File: src/rtl/mesi_multiline_snoop_ctrl.sv
// mesi_multiline_snoop_ctrl
//   MESI coherence controller tracking NUM_LINES cache lines. CPU reads and
//   writes go through a registered IDLE/BUS_WAIT/RESP request FSM with a bus
//   request/grant handshake. Snoops from other caches are serviced every cycle
//   regardless of FSM state.
// Ports
//   clk, rst_n                       clock, asynchronous active-low reset
//   cpu_req_valid/ready/type/idx     CPU request handshake (type RD/WR)
//   cpu_resp_valid, cpu_resp_hit     one-cycle completion pulse, hit flag
//   bus_req_valid/type/idx           pending bus transaction, held until bus_gnt
//   bus_gnt, bus_shared_i            grant and shared indication from the bus
//   snoop_valid/type/idx             remote transaction observed this cycle
//   snoop_shared_o, snoop_flush_o    line present / dirty data supplied
//   line_state_o                     state of line[cpu_req_idx]
//   hit_cnt, miss_cnt, inval_cnt     saturating statistics counters
module mesi_multiline_snoop_ctrl #(
    parameter int NUM_LINES = 16,
    parameter int IDX_W     = 4,
    parameter int CNT_W     = 16
) (
    input  logic             clk,
    input  logic             rst_n,
    input  logic             cpu_req_valid,
    output logic             cpu_req_ready,
    input  logic [1:0]       cpu_req_type,
    input  logic [IDX_W-1:0] cpu_req_idx,
    output logic             cpu_resp_valid,
    output logic             cpu_resp_hit,
    output logic             bus_req_valid,
    output logic [1:0]       bus_req_type,
    output logic [IDX_W-1:0] bus_req_idx,
    input  logic             bus_gnt,
    input  logic             bus_shared_i,
    input  logic             snoop_valid,
    input  logic [1:0]       snoop_type,
    input  logic [IDX_W-1:0] snoop_idx,
    output logic             snoop_shared_o,
    output logic             snoop_flush_o,
    output logic [1:0]       line_state_o,
    output logic [CNT_W-1:0] hit_cnt,
    output logic [CNT_W-1:0] miss_cnt,
    output logic [CNT_W-1:0] inval_cnt
);

    localparam logic [1:0] ST_I = 2'b00;
    localparam logic [1:0] ST_S = 2'b01;
    localparam logic [1:0] ST_E = 2'b10;
    localparam logic [1:0] ST_M = 2'b11;

    localparam logic [1:0] OP_NOP = 2'b00;
    localparam logic [1:0] OP_RD  = 2'b01;
    localparam logic [1:0] OP_WR  = 2'b10;

    localparam logic [1:0] FSM_IDLE     = 2'b00;
    localparam logic [1:0] FSM_BUS_WAIT = 2'b01;
    localparam logic [1:0] FSM_RESP     = 2'b10;

    logic [1:0]       line_q [NUM_LINES];
    logic [1:0]       line_d [NUM_LINES];
    logic [1:0]       fsm_q;
    logic [1:0]       pend_type_q;
    logic [IDX_W-1:0] pend_idx_q;
    logic             resp_hit_q;

    logic [1:0]       cur_state;
    logic [1:0]       snp_state;
    logic             accept;
    logic             req_hit;
    logic             grant;
    logic             snoop_inval;

    // Remote transaction effect on one line.
    function automatic logic [1:0] snoop_next(input logic [1:0] st, input logic [1:0] typ);
        logic [1:0] nxt;
        nxt = st;
        if (typ == OP_RD && (st == ST_M || st == ST_E))
            nxt = ST_S;
        else if (typ == OP_WR)
            nxt = ST_I;
        return nxt;
    endfunction

    function automatic logic [CNT_W-1:0] sat_inc(input logic [CNT_W-1:0] c);
        return (&c) ? c : c + {{(CNT_W-1){1'b0}}, 1'b1};
    endfunction

    assign cur_state      = line_q[cpu_req_idx];
    assign snp_state      = line_q[snoop_idx];
    assign line_state_o   = cur_state;
    assign snoop_shared_o = snoop_valid && (snp_state != ST_I);
    assign snoop_flush_o  = snoop_valid && (snp_state == ST_M);
    assign snoop_inval    = snoop_valid && (snoop_type == OP_WR) && (snp_state != ST_I);

    assign cpu_req_ready  = (fsm_q == FSM_IDLE);
    // Only the two legal request encodings are accepted.
    assign accept         = cpu_req_valid && cpu_req_ready &&
                            (cpu_req_type == OP_RD || cpu_req_type == OP_WR);
    assign req_hit        = (cpu_req_type == OP_RD) ? (cur_state != ST_I)
                                                    : (cur_state == ST_E || cur_state == ST_M);
    assign grant          = (fsm_q == FSM_BUS_WAIT) && bus_gnt;

    assign bus_req_valid  = (fsm_q == FSM_BUS_WAIT);
    assign bus_req_type   = bus_req_valid ? pend_type_q : OP_NOP;
    assign bus_req_idx    = pend_idx_q;
    assign cpu_resp_valid = (fsm_q == FSM_RESP);
    assign cpu_resp_hit   = cpu_resp_valid && resp_hit_q;

    // Snoop is applied first and our own update overrides it on the same
    // line: our transaction is ordered after the remote one.
    always_comb begin
        for (int i = 0; i < NUM_LINES; i++) begin
            line_d[i] = line_q[i];
            if (snoop_valid && snoop_idx == IDX_W'(i))
                line_d[i] = snoop_next(line_q[i], snoop_type);
            if (accept && req_hit && cpu_req_type == OP_WR && cpu_req_idx == IDX_W'(i))
                line_d[i] = ST_M;
            if (grant && pend_idx_q == IDX_W'(i))
                line_d[i] = (pend_type_q == OP_WR) ? ST_M : (bus_shared_i ? ST_S : ST_E);
        end
    end

    always_ff @(posedge clk or negedge rst_n) begin
        if (!rst_n) begin
            for (int i = 0; i < NUM_LINES; i++)
                line_q[i] <= ST_I;
        end else begin
            for (int i = 0; i < NUM_LINES; i++)
                line_q[i] <= line_d[i];
        end
    end

    always_ff @(posedge clk or negedge rst_n) begin
        if (!rst_n) begin
            fsm_q       <= FSM_IDLE;
            pend_type_q <= OP_NOP;
            pend_idx_q  <= '0;
            resp_hit_q  <= 1'b0;
            hit_cnt     <= '0;
            miss_cnt    <= '0;
            inval_cnt   <= '0;
        end else begin
            if (snoop_inval)
                inval_cnt <= sat_inc(inval_cnt);
            case (fsm_q)
                FSM_IDLE: begin
                    if (accept) begin
                        resp_hit_q <= req_hit;
                        if (req_hit) begin
                            hit_cnt <= sat_inc(hit_cnt);
                            fsm_q   <= FSM_RESP;
                        end else begin
                            miss_cnt    <= sat_inc(miss_cnt);
                            pend_type_q <= cpu_req_type;
                            pend_idx_q  <= cpu_req_idx;
                            fsm_q       <= FSM_BUS_WAIT;
                        end
                    end
                end
                FSM_BUS_WAIT: begin
                    if (bus_gnt)
                        fsm_q <= FSM_RESP;
                end
                FSM_RESP: fsm_q <= FSM_IDLE;
                default:  fsm_q <= FSM_IDLE;
            endcase
        end
    end

endmodule

File: config.mk
export PLATFORM = sky130hd
export DESIGN_NAME = mesi_multiline_snoop_ctrl
export DESIGN_NICKNAME = d
export VERILOG_FILES = /design/src/rtl/mesi_multiline_snoop_ctrl.sv
export SDC_FILE = /design/constraint.sdc
export NUM_CORES = 1
export LEC_CHECK = 0
export CAP_MARGIN = 30
export CORE_MARGIN = 2
export CORE_UTILIZATION = 59
export CTS_CLUSTER_SIZE = 16
export DETAILED_ROUTE_END_ITERATION = 16
export PLACE_DENSITY = 0.86
export SLEW_MARGIN = 0
export SYNTH_ARGS = -nofsm -noshare
export SYNTH_HDL_FRONTEND = slang
export SYNTH_SLANG_ARGS = --single-unit
export TNS_END_PERCENT = 100
File: constraint.sdc
create_clock -name clk -period 4.4 [get_ports clk]
set_input_delay 0.44 -clock clk [delete_from_list [all_inputs] [get_ports clk]]
set_output_delay 0.44 -clock clk [all_outputs]
set_load 0.02 [all_outputs]
* After elaboration in Yosys (flattened, before gate mapping)
Index checks and enable logic that the tools add are counted. Widths: inputs -> output; s select.
Storage, ports and cells: register bits 89, output and inout bits 62, logic and storage cells 357
Operators by class: add/sub/neg operators 3, $lt $le $gt $ge 2, equality and inequality tests 89, multiplexer cells 79, bitwise operators 6, reduce and logical (&&, ||, !) cells 155
Operators with widths (number):
- $mux 2 | 75
- $eq 4x4->1 const B | 24
- $eq 2x2->1 const B | 39
- $logic_and 1x1->1 | 74
- $reduce_bool 4->1 | 16
- $add 16x1->16 const B | 3
- $eq 4x3->1 const B | 12
- $reduce_and 16->1 | 3
- $reduce_bool 3->1 | 16
- $reduce_and 2->1 | 19
- $eq 4x2->1 const B | 6
- $logic_or 1x1->1 | 18
- $bmux 2 s4 | 2
- $eq 4x1->1 const B | 3
- $logic_not 4->1 | 3
- $ge 5x5->1 const B | 2
- $not 4->5 | 2
- $reduce_and 4->1 | 2
- $eq 2x1->1 const B | 3
- $ne 2x1->1 const B | 2
- $not 1->1 | 4
- $pmux 2 s2 | 1
- $reduce_bool 2->1 | 2
- $reduce_and 3->1 | 1
- 2 further kinds | 2

* Longest topological paths before layout
depth after elaboration 12, gate-level depth with buffers 10

* Worst setup path before layout
No wires, ideal clock.
kind input to output, from input port snoop_idx[0], to output port snoop_shared_o, arrival time 2.036 ns, required time 3.960 ns, setup slack 1.924 ns, cell stages on the path 7, cell sequence buf_2 > buf_2 > mux4_2 > nand3_1 > nand3_1 > or2_2 > and2_1
Between the ends: cells in the longest elaborated chain, start to end 6
RTL lines:
- start: declaration | RTL line 36 | input logic [IDX_W-1:0] snoop_idx,
- $not 4->5 (implied by the code) | RTL line 88 | assign snp_state = line_q[snoop_idx];
- $bmux 2 s4 | RTL line 88
- $mux 2 (implied by the code) (2 in series) | RTL line 88
- $reduce_bool 2->1 | RTL line 90 | assign snoop_shared_o = snoop_valid && (snp_state != ST_I);
- $logic_and 1x1->1 | RTL line 90
- end: declaration | RTL line 37 | output logic snoop_shared_o,
Every way passes these cells. The select of a mux whose other input is x is not followed.

* Final worst setup path
Ends and elaborated chain as after synthesis.

==> impl_results.md <==
* Outcome: finished, final reports clean
* Design Area, Final at approximately 0.0064 mm²
* Headroom to the max-slew limit at between 30% and 40%
* Number of global-route vias before repair at about 4700
* P&R area growth vs syn at 18.6%
* Fmax at 268 MHz
* ANT cells at 0
* PostCTS Resize Cnt at 0
* Share of cells above drive strength 1 at 7.61%
* First-pass GRT wire length at approximately 24000 µm
* Startpoint types: primary input
* Syn. warnings at 0
* Setup TNS at 0 ps
* CP required at just under 4000 ps
* Fin. Hold Viols at 0
* Finished Layout Cells at 752
* Vias post-DR at between 4000 and 5000
* Max VDD drop at roughly 0.26 mV
* Metal3 WL at 1480 µm
* Vias/cell at 6.60
* Post-synthesis cell count at 573
* Core Region at between 0.008 and 0.009 mm²
* Syn nets at a little under 600
* Sequential area share after synthesis at around two fifths
* Syn Area/Cell at around 9.4 µm²
* Placed cells at between 700 and 800
* Final HPWL DP at roughly 11000 µm
* Fin. max-slew vios at 0
* Place WS at between 600 and 700 ps
* Grt total ovfl at 0
* GP Congestion at 0.969
* Crit path arrival time at 3290 ps
* Initial DRC Count at between 500 and 600
* Initial antenna violation count at 0
* Routed WL at around 15000 µm
* Chip Height at 99.7 µm
* Total CTS buffers at 9
* Clock skew at between 8 and 9 ps
* DIE AREA at 0.00994 mm²
* Port bufs at between 70 and 80
* Synth Flop Type: dfrtp_1
* Initial Utilization at 61.3%
* Tcrit/Tclk final at approximately 85%
* CP Class: in2out
* Hold crit path type: in2async
* Ys async rst share at 100%
* Number of detailed-route iterations in the first pass at 6
* Met2 wire len at 6830 µm
* Detail Route Antenna Nets at 0
* Root buffer cell: clkbuf_8
* Crit end category: output port
* Worst-path clk slew at 90 ps
* Core Util, Final at 72.8%
* CTS tree: built
* Layout net count at 662
* DR top layer: met4
* GRT Util Overall at 31.3%
* Wire per inst at approximately 20 µm
* DRC errors left at 0
* Synth cell types at 48
* # fillers at around 660
* Cell Pwr Density at slightly above 400 mW/mm²
* R2R cell count at 6
* RSZ-0062 raised after global routing: no
* Most frequent cells in the layout: dfrtp_1 (89), clkdlybuf4s50_1 (78), nor2_1 (49), nand2_1 (49), nand3_1 (46)
* Setup-failing EPs final at 0
* Row count at 34
* Post-CTS Setup Bufs at 0
* Metal-1 WL at roughly 6000 µm
* Max Cap Viol at 0
* Commonest non-fill, non-tap cell in the layout: dfrtp_1
* Mapped cell area at roughly 0.0054 mm²
* Worst-Margin Slew at around 1000 ps
* Synth Register Bits at 89
* Clock buffer depth at 2
* Critical path peak fanout at 15
* EDFF count, synth at 0
* P_leak at 2.75 nW
* Fin crit period at between 3000 and 4000 ps
* Die W at 99.7 µm
* CTS Sinks at just under 90
* Pin count of the biggest net entering global routing at 57
* Hold buffers post-CTS at 0
* Clock Latency Late Sink at 370 ps
* Final WS setup at 667 ps
* Post-DP Area at slightly above 0.006 mm²
* CTS HTree Levels at 3
* I/O pin cnt at 80
==> per-layer routing <==
metal  up-vias  track usage (%)
met4         0             12.9
met3        54             7.17
met2       302             47.5
met5         -                0
met1      2376             43.8
li1       2228                -
==> cells by family after synthesis <==
family          count (synthesis)  share of synthesized area (%)
fa+ha+maj                       5                           1.16
xor+xnor                       46                           7.46
compound gates                113                           13.5
simple gates                  256                           25.3
flops                          89                           41.2
mux                            28                           8.27
buf+inv                        36                           3.06
==> report_power, final <==
part / switching (mW) / internal [mW]
logic: 0.524 / 0.422
clock network: 0.317 / 0.213
registers: 0.210 / 0.975
total: 1.05 / 1.61
==> flip-flops by register name, indices dropped and copies added (netlist names) <==
signal / cells
line_q: 32
hit_cnt: 16
inval_cnt: 16
miss_cnt: 16
bus_req_idx: 4
fsm_q: 2
pend_type_q: 2
resp_hit_q: 1
==> final timing paths <==
path / start / end / slack (ps)
worst min register to register: miss_cnt[14]$_DFFE_PN0P_ / miss_cnt[14]$_DFFE_PN0P_ / 500
worst min-delay path: rst_n / line_q[2]$_DFFE_PN0P_ / 110
worst max-delay path: snoop_idx[0] / snoop_shared_o / 670
worst max register to register: line_q[29]$_DFFE_PN0P_ / miss_cnt[1]$_DFFE_PN0P_ / 1810
max in group asynchronous: rst_n / line_q[13]$_DFFE_PN0P_ / 3370
min in group clk: miss_cnt[14]$_DFFE_PN0P_ / miss_cnt[14]$_DFFE_PN0P_ / 500
==> final cells by class <==
class                           instances  area, µm²  share of cell area (%)
Multi-Input combinational cell        448       3020                    47.1
Clock inverter                          6       52.6                   0.820
Inverter                                7       26.3                   0.410
Timing Repair Buffer                   84        823                    12.8
Clock buffer                           10        128                    1.99
Tap cell                              108        135                    2.11
Sequential cell                        89       2230                    34.8
==> synth_stat cells, drive strengths merged (2+ instances only) <==
cell type | count | area, µm²
nand3b | 4 | 30.0
o21ai | 41 | 205
o211ai | 2 | 15.0
or4 | 2 | 15.0
o22a | 2 | 17.5
nor3b | 4 | 30.0
ha | 5 | 62.6
nand3 | 47 | 240
mux4 | 12 | 278
buf | 10 | 67.6
o211a | 10 | 100
a21oi | 15 | 75.1
inv | 7 | 26.3
and4 | 7 | 61.3
xnor2 | 15 | 131
nand4 | 15 | 93.8
a31oi | 31 | 194
a22oi | 5 | 37.5
nand2b | 6 | 37.5
nor4 | 4 | 70.1
or3b | 2 | 17.5
dfrtp | 89 | 2230
mux2i | 9 | 90.1
xor2 | 31 | 272
mux2 | 7 | 78.8
nor4b | 2 | 17.5
o21a | 5 | 37.5
nor2 | 49 | 184
or2 | 2 | 12.5
nor3 | 23 | 115
and2 | 8 | 50.1
nand2 | 49 | 184
nor2b | 13 | 81.3
clkbuf | 19 | 71.3
and3 | 16 | 105
==> stage by stage <==
step,hold WS (ps),power (mW)
floorplan,144,1.73
global placement,473,2.11
detailed placement,477,2.13
CTS,133,2.65
global route,171,2.79
finish,113,2.66
==> critical path: stages <==
cell and delay [ps]:
clkdlybuf4s50_1 900, mux4_2 580, a22oi_1 220, nand3_1 140, or2_2 310, and2_1 160, clkdlybuf4s50_1 530
(Power assumes the default switching activity.)
